===== src/rtl/mem_split_unit_pkg.sv =====
// Shared encodings for the memory-stage access formatter: request sizes,
// split FSM states and the byte-lane mask helper.
package mem_split_unit_pkg;

    localparam logic [1:0] SZ_BYTE = 2'd0;
    localparam logic [1:0] SZ_HALF = 2'd1;
    localparam logic [1:0] SZ_WORD = 2'd2;

    typedef enum logic {
        ST_IDLE   = 1'b0,
        ST_SECOND = 1'b1
    } state_t;

    // Right-aligned lane mask for an access size; size 3 behaves as a word.
    function automatic logic [3:0] lane_mask(input logic [1:0] size);
        logic [3:0] m;
        case (size)
            SZ_BYTE: m = 4'b0001;
            SZ_HALF: m = 4'b0011;
            default: m = 4'b1111;
        endcase
        return m;
    endfunction

endpackage


===== src/rtl/mem_split_unit_load_merge.sv =====
// Reassembles a right-aligned load value from the two word reads of a split
// load: low part from the first word, high part from the second.
module load_merge (
    input  logic [31:0] l_word,
    input  logic [31:0] rd_word,
    input  logic [1:0]  k,
    output logic [31:0] merged
);

    logic [5:0] sh_lo;
    logic [5:0] sh_hi;

    assign sh_lo  = {1'b0, k, 3'b000};
    assign sh_hi  = 6'd32 - sh_lo;
    assign merged = (l_word >> sh_lo) | (rd_word << sh_hi);

endmodule


===== src/rtl/mem_split_unit.sv =====
// BRAM port-A access formatter for the MEM stage. With MISALIGN_SPLIT_EN
// defined, misaligned accesses become two word accesses; otherwise they trap.
module mem_split_unit
    import mem_split_unit_pkg::*;
(
    input  logic        clk,
    input  logic        rst_n,
    input  logic        en,
    input  logic        req_valid,
    input  logic        req_store,
    input  logic [1:0]  req_size,
    input  logic [31:0] req_addr,
    input  logic [31:0] req_wdata,
    input  logic [31:0] mem_rd,
    output logic [31:0] mem_a,
    output logic [31:0] mem_wd,
    output logic [3:0]  mem_we,
    output logic        stall_req,
    output logic        split_ld_w,
    output logic [31:0] ld_data_w
`ifdef MISALIGN_SPLIT_EN
`else
    ,
    output logic        misalign_exc
`endif
);

    logic [1:0]  k;
    logic [31:0] base;
    logic [3:0]  mask;
    logic        misaligned;
    logic [4:0]  sh_lo;
    logic [3:0]  lanes_lo;
    logic [31:0] wd_lo;

    logic [31:0] mem_a_c;
    logic [31:0] mem_wd_c;
    logic [3:0]  mem_we_c;
    logic        stall_c;
    logic        split_c;

    logic [31:0] l_word;
    logic [1:0]  k_w;
    logic [31:0] merged;

    assign k          = req_addr[1:0];
    assign base       = {req_addr[31:2], 2'b00};
    assign mask       = lane_mask(req_size);
    assign misaligned = ((req_size == SZ_HALF) && (k == 2'd3)) ||
                        ((req_size >= SZ_WORD) && (k != 2'd0));
    assign sh_lo      = {k, 3'b000};
    assign lanes_lo   = mask << k;
    assign wd_lo      = req_wdata << sh_lo;

`ifdef MISALIGN_SPLIT_EN
    // stall_req is the only flow control: while it is high the upstream
    // registers hold, so req_* stay stable into the SECOND cycle; en low
    // means someone else holds the pipe and the current access is re-driven.
    logic [31:0] hi;
    logic [5:0]  sh_hi;
    logic [3:0]  lanes_hi;
    logic [31:0] wd_hi;
    state_t      state;
    state_t      state_nxt;
    logic        ld_split;
    logic        split_q;

    assign hi       = base + 32'd4;
    assign sh_hi    = 6'd32 - {1'b0, sh_lo};
    assign lanes_hi = mask >> (3'd4 - {1'b0, k});
    assign wd_hi    = req_wdata >> sh_hi;

    always_ff @(posedge clk or negedge rst_n) begin
        if (!rst_n) begin
            state <= ST_IDLE;
        end else begin
            state <= state_nxt;
        end
    end

    always_ff @(posedge clk or negedge rst_n) begin
        if (!rst_n) begin
            l_word   <= '0;
            ld_split <= 1'b0;
            split_q  <= 1'b0;
            k_w      <= '0;
        end else begin
            // mem_rd holds the low word only in the first SECOND cycle.
            if ((state == ST_SECOND) && !ld_split) begin
                l_word   <= mem_rd;
                ld_split <= req_valid && !req_store;
            end
            if (en) begin
                split_q <= (state == ST_SECOND) && req_valid && !req_store;
                if (state == ST_SECOND) begin
                    k_w      <= k;
                    ld_split <= 1'b0;
                end
            end
        end
    end

    always_comb begin
        state_nxt = state;
        mem_a_c   = base;
        mem_wd_c  = wd_lo;
        mem_we_c  = '0;
        stall_c   = 1'b0;
        case (state)
            ST_IDLE: begin
                if (req_valid) begin
                    if (req_store) begin
                        mem_we_c = lanes_lo;
                    end
                    if (misaligned) begin
                        stall_c = 1'b1;
                        if (en) begin
                            state_nxt = ST_SECOND;
                        end
                    end
                end
            end
            ST_SECOND: begin
                mem_a_c  = hi;
                mem_wd_c = wd_hi;
                if (req_valid && req_store) begin
                    mem_we_c = lanes_hi;
                end
                if (en) begin
                    state_nxt = ST_IDLE;
                end
            end
            default: state_nxt = ST_IDLE;
        endcase
    end

    assign split_c = split_q;
`else
    logic exc_q;
    logic exc_done;
    logic mis_now;

    assign mis_now = req_valid && misaligned;

    // exc_done suppresses repeat pulses while a trapping access is held by en.
    always_ff @(posedge clk or negedge rst_n) begin
        if (!rst_n) begin
            exc_q    <= 1'b0;
            exc_done <= 1'b0;
        end else begin
            exc_q    <= mis_now && !exc_done;
            exc_done <= mis_now && !en;
        end
    end

    always_comb begin
        mem_a_c  = base;
        mem_wd_c = wd_lo;
        mem_we_c = '0;
        stall_c  = 1'b0;
        if (req_valid && req_store && !misaligned) begin
            mem_we_c = lanes_lo;
        end
    end

    assign split_c      = 1'b0;
    assign l_word       = '0;
    assign k_w          = '0;
    assign misalign_exc = rst_n & exc_q;
`endif

    load_merge u_load_merge (
        .l_word  (l_word),
        .rd_word (mem_rd),
        .k       (k_w),
        .merged  (merged)
    );

    assign mem_a      = rst_n ? mem_a_c  : 32'd0;
    assign mem_wd     = rst_n ? mem_wd_c : 32'd0;
    assign mem_we     = rst_n ? mem_we_c : 4'd0;
    assign stall_req  = rst_n & stall_c;
    assign split_ld_w = rst_n & split_c;
    assign ld_data_w  = rst_n ? merged : 32'd0;

endmodule

===== config.mk =====
export PLATFORM = sky130hd
export DESIGN_NAME = mem_split_unit
export DESIGN_NICKNAME = d
export VERILOG_FILES = /design/src/rtl/mem_split_unit_pkg.sv /design/src/rtl/mem_split_unit_load_merge.sv /design/src/rtl/mem_split_unit.sv
export SDC_FILE = /design/constraint.sdc
export NUM_CORES = 1
export LEC_CHECK = 0
export CORE_MARGIN = 2
export CORE_UTILIZATION = 24
export CTS_CLUSTER_SIZE = 40
export DETAILED_ROUTE_END_ITERATION = 10
export PLACE_DENSITY = 0.84
export SYNTH_ARGS = -nofsm -noshare
export SYNTH_HDL_FRONTEND = slang
export SYNTH_SLANG_ARGS = --single-unit

===== constraint.sdc =====
create_clock -name clk -period 1.58 [get_ports clk]
set_input_delay 0.395 -clock clk [delete_from_list [all_inputs] [get_ports clk]]
set_output_delay 0.395 -clock clk [all_outputs]
set_load 0.02 [all_outputs]

---- Word level (Yosys, flattened, before mapping) ----
Index checks and enable logic that the tools add are counted.
word-level totals
  register bits ........................... 2
  logic and storage cells ................. 26
  output and inout port bits .............. 103
cells by class
  equality and inequality tests ........... 2
  $lt $le $gt $ge ......................... 1
  bitwise gates (word level) .............. 1
  shifts and indexed selects .............. 2
  muxes and demuxes ....................... 5
  reductions and logical operators ........ 13
operators with widths
  kind                                                                    count
  32-bit two-way mux                                                      2
  32-bit by 5-bit left shift with 32-bit output                           1
  4-bit two-way mux                                                       2
  4-bit one-hot mux with 2 select lines                                   1
  1-bit logical AND                                                       7
  4-bit by 2-bit left shift with 4-bit output                             1
  1-bit logical NOT                                                       3
  2-bit by 1-bit equality test with 1-bit output (second input constant)  1
  2-bit equality test (second input constant)                             1
  2-bit >= comparator (second input constant)                             1
  2-bit logical NOT                                                       1
  2-bit nonzero test                                                      1
  1-bit bitwise AND                                                       1
  1-bit logical OR                                                        1

---- Depth between registers and ports, before layout ----
  depth in word-level cells ............... 7
  depth in mapped cells ................... 5

---- Cells and area by module ----
From an unflattened synthesis, not the netlist that was laid out.
unflattened totals
  cells, all modules ...................... 341
  area total of the unflattened synthesis .. 2,578.7 µm²
by module, submodules not included
  module          seq. area each (µm²)  cells an instance  area each (µm²)  instances
  mem_split_unit  50.0                  187                1,385.1          1
  load_merge      0.0                   154                1,193.6          1

---- Worst setup path before layout ----
No wires, ideal clock.
  path kind ............................... input to output
  start point ............................. input req_addr[1]
  end point ............................... output mem_wd[16]
  slack ................................... -0.210 ns
  stages on the path ...................... 5
  arrival time ............................ 1.395 ns
  data required time ...................... 1.185 ns
  cells stage by stage .................... buf_6 -> and2b_1 -> buf_2 -> nand2_1 -> a21boi_0
between the ends
  word-level cells in the longest chain between the ends .. 2
ends and longest elaborated chain
  what                                           RTL line               text
  from (decl)                                    mem_split_unit.sv:12   input logic [31:0] req_addr,
  32-bit by 5-bit left shift with 32-bit output  mem_split_unit.sv:53   assign wd_lo = req_wdata << sh_lo;
  32-bit two-way mux                             mem_split_unit.sv:180  assign mem_wd = rst_n ? mem_wd_c : 32'd0;
  to (decl)                                      mem_split_unit.sv:16   output logic [31:0] mem_wd,
Every way passes these cells.

---- Final worst setup path ----
  start point ............................. input req_addr[1]
  end point ............................... output mem_wd[24]
Same word-level chain as after synthesis.

==> summary.txt <==
Synth
  – Flip-flop cell with the highest count after synthesis: sky130_fd_sc_hd__dfrtp_1
  – Post-Synth Simple-Gate Area: 34.5%
  – Warnings from Yosys: 0
  – XOR/XNOR share of the synthesized area: 0%
  – Combinational family with the most area after synthesis: simple AND/OR/NAND/NOR gates
  – Flip-flop and latch count after synthesis: 2
  – Compound-cell area share of the yosys netlist: between 10% and 20%
  – Proportion of synthesized flip-flops having asynchronous set or reset: between 90% and 100%
  – Top-area cell type share of the netlist area: roughly a fifth
  – Largest area contributor in the netlist: sky130_fd_sc_hd__buf_4
  – Number of cells produced by synthesis: about 180
  – Synthesized area: 1410 µm²
  – Number of enable flip-flop cells after synthesis: 0
  – Fraction of the yosys area taken by sequential cells: under 10%
  – Average cell area after synthesis: just under 8 µm²
  – Cell with the most instances after synthesis: sky130_fd_sc_hd__and2_1
  – Leading cell types by count after synthesis: sky130_fd_sc_hd__and2_1 (39), sky130_fd_sc_hd__buf_4 (38), sky130_fd_sc_hd__nand2_1 (18), sky130_fd_sc_hd__mux2i_1 (16), sky130_fd_sc_hd__nor2_1 (12)
  – Multiplexer area fraction after synthesis: between 10% and 20%
  – Number of library cell types mapped by synthesis: 28
  – Post-synthesis share of cell area spent on full adders, half adders and majority gates: 0%
  – Top cells by area in the synthesized netlist: sky130_fd_sc_hd__buf_4 (20%), sky130_fd_sc_hd__and2_1 (17%), sky130_fd_sc_hd__mux2i_1 (11%)

Worst setup path
  – R2R Path End: exc_q
  – Startpoint type of the worst setup path: input pin
  – Crit path required time: ~1.2 ns
  – Startpoint of the most critical register-to-register path: exc_done
  – Crit path arrival time: about 1.3 ns
  – Maximum fanout encountered on the critical timing path: 10
  – CP Capture Type: primary output
  – Critical setup path kind: input pin to primary output
  – Critical Path End: mem_wd[24]
  – Start point of the critical path: req_addr[1]
  – Worst reg-to-reg path cell count: 1
  – Setup slack, reg-to-reg: 1.06 ns

Timing
  – Setup clock skew after layout: between 0.005 and 0.006 ns
  – Final Hold Fails: 0
  – Worst slack on hold paths: about 0.3 ns
  – Total setup violations reported at the end of the flow: 23
  – Final Max Tran Viols: 0
  – Peak clock frequency supported by timing: between 500 and 600 MHz
  – Portion of the clock cycle consumed by the worst path in the final layout: 110%
  – Final min period: about 1.7 ns
  – Setup repair after global routing missed its margin: true
  – Final critical-path setup slack: -0.156 ns

Cells and area
  – Number of nets in the layout: 460
  – Growth of design area from synthesis to finish: 125%
  – Fraction of final layout cells with drive strength greater than 1: between 40% and 50%
  – Number of antenna repair diodes: 0

Outcome
  – Violations in the final reports: setup timing
  – Outcome: finished, violations left

Route
  – Remaining antenna violation count after routing: 0
  – First-pass iteration count of the detailed router: 4
  – Average detailed-routed wire length per instance: 13.8 µm
  – Post-detailed-routing wire length: roughly 6000 µm
  – Remaining routing DRC violations: 0
  – Drt first-iter violations: 34
  – DR vias: about 1800
  – Detailed-route vias per instance: approximately 4.2

GRT
  – Wire length of the first global-routing pass: around 8600 µm
  – Global-route congestion overflow total: 0
  – Overall fraction of global-route tracks in use: 16.7%
  – Number of global-route vias before repair: about 1800
  – Initial antenna violation count: 0
  – Largest net degree at the start of global routing: 17

Power and ir drop
  – Power share of the sequential group: roughly 4.7%
  – Switching power of the nets: roughly 0.00049 W
  – Cell-internal power: around 0.00069 W
  – Leakage: 1.62 nW
  – Total Power Consumption: between 0.001 and 0.0015 W
  – Net Sw Frac: between 40% and 50%
  – Fraction of power consumed by combinational cells: just under 80%
  – Share of power burned in the clock network: 17.4%
  – Max VDD drop: just over 0.3 mV
  – Power per unit of standard cell area: about 370 nW/µm²

Placement
  – Buffers on Ports: about 140
  – Detailed placement HPWL: between 4000 and 5000 µm
  – Setup Slack @ Placement: -1.12 ns
  – Routability cong.: roughly 0.80

Die
  – Vertical extent of the die: between 80 and 90 µm
  – Num rows: 27
  – Standard cell core area: 5610 µm²
  – Initial cell density of the core: about a quarter
  – IO Pins: approximately 210
  – Full die area: 6510 µm²
  – Die span in x: between 80 and 90 µm

Clock network
  – Clock-pin transition on the worst setup and hold timing paths: ~0.03 ns
  – Clk Latency, worst-skew pair: around 0.22 ns
  – CTS sink cnt: 2
  – Level count of the clock H-tree: 1
  – Worst-case clock buffer depth: 2
  – TritonCTS clock tree: built
  – CTS Buf Count: 3
  – Root buffer cell: sky130_fd_sc_hd__clkbuf_8
  – Number of buffers inserted by hold repair at cts: 0

Worst hold path
  – Class of the most critical hold timing path: input pin to async pin

Flow run
  – Max-capacitance violation count: 0
## metal layers
metal,wire [µm],vias to the layer above,global-route usage [%]
met3,663,4,3.93
met1,2040,810,17.0
met4,39,0,3.90
met5,0,-,0
met2,3140,113,33.8
li1,-,875,-
## per-stage QoR
step | cell area [µm²] | utilization (%) | setup TNS, ns | std cells
2_1_floorplan | 1680 | - | -0.226 | 218
3_3_place_gp | 3060 | 54.6 | -46.73 | 415
3_5_place_dp | 3060 | 54.6 | -47.75 | 415
4_1_cts | 3040 | 54.3 | -3.28 | 425
5_1_grt | 3180 | 56.7 | -3.34 | 427
6_report | 3180 | 56.7 | -2.62 | 427
## power by group through the flow
stage / Clock [W] / Sequential, W / Combinational, W
after global placement: 0 / 0.0000555 / 0.000892
after floorplan: 0 / 0.0000553 / 0.000528
after CTS: 0.000207 / 0.0000551 / 0.000886
after global routing: 0.000210 / 0.0000554 / 0.000977
after detailed placement: 0 / 0.0000555 / 0.000904
final: 0.000205 / 0.0000551 / 0.000920
## flip-flops by register name, summed over array words and instances (netlist names)
| signal | count |
|---|---|
| exc_done | 1 |
| exc_q | 1 |
## worst max-delay path, cell delays in order
cell	delay (ns)
sky130_fd_sc_hd__buf_12	0.12
sky130_fd_sc_hd__buf_12	0.15
sky130_fd_sc_hd__mux2_4	0.30
sky130_fd_sc_hd__o211a_4	0.25
sky130_fd_sc_hd__buf_6	0.13
## kinds of logic (layout without fill, tap and decap cells)
logic type | Yosys count | in the layout
simple gates | 85 | 85
buf+inv | 50 | 187
mux | 24 | 24
compound gates | 21 | 21
flops | 2 | 2
other cells | 1 | 36
## placed cells by master (no fill, tap or decap), types with 10 or more instances in the layout
cell / synthesis / routed
sky130_fd_sc_hd__nand2_1: 18 / 17
sky130_fd_sc_hd__buf_4: 38 / 37
sky130_fd_sc_hd__mux2i_1: 16 / 11
sky130_fd_sc_hd__clkdlybuf4s50_1: 0 / 31
sky130_fd_sc_hd__and2_1: 39 / 32
sky130_fd_sc_hd__nor2_1: 12 / 10
sky130_fd_sc_hd__dlygate4sd2_1: 0 / 32
sky130_fd_sc_hd__buf_2: 6 / 35
sky130_fd_sc_hd__conb_1: 1 / 36
sky130_fd_sc_hd__buf_6: 1 / 35
## how the worst min path moves through the flow
stage	endpoint
after floorplan	exc_done
after global placement	exc_q
after detailed placement	exc_q
after CTS	exc_q
after global routing	exc_q
final	exc_q
## layout make-up
cell class,count,area (µm²)
clock buffer,3,41.3
fill,524,2430
multi-input combinational,166,1320
sequential,2,50.0
tap,72,90.1
timing repair buffer,184,1670
## timing repair
| action | CTS | global route |
|---|---|---|
| hold endpoints to repair | 0 | 0 |
| gates cloned | 1 | 2 |
| endpoints found under the setup margin | 69 | 34 |
| setup buffers | 6 | 0 |
| resized for setup | 391 | 25 |
| pin swaps | 24 | 23 |
Power figures use the tool's default switching activity.
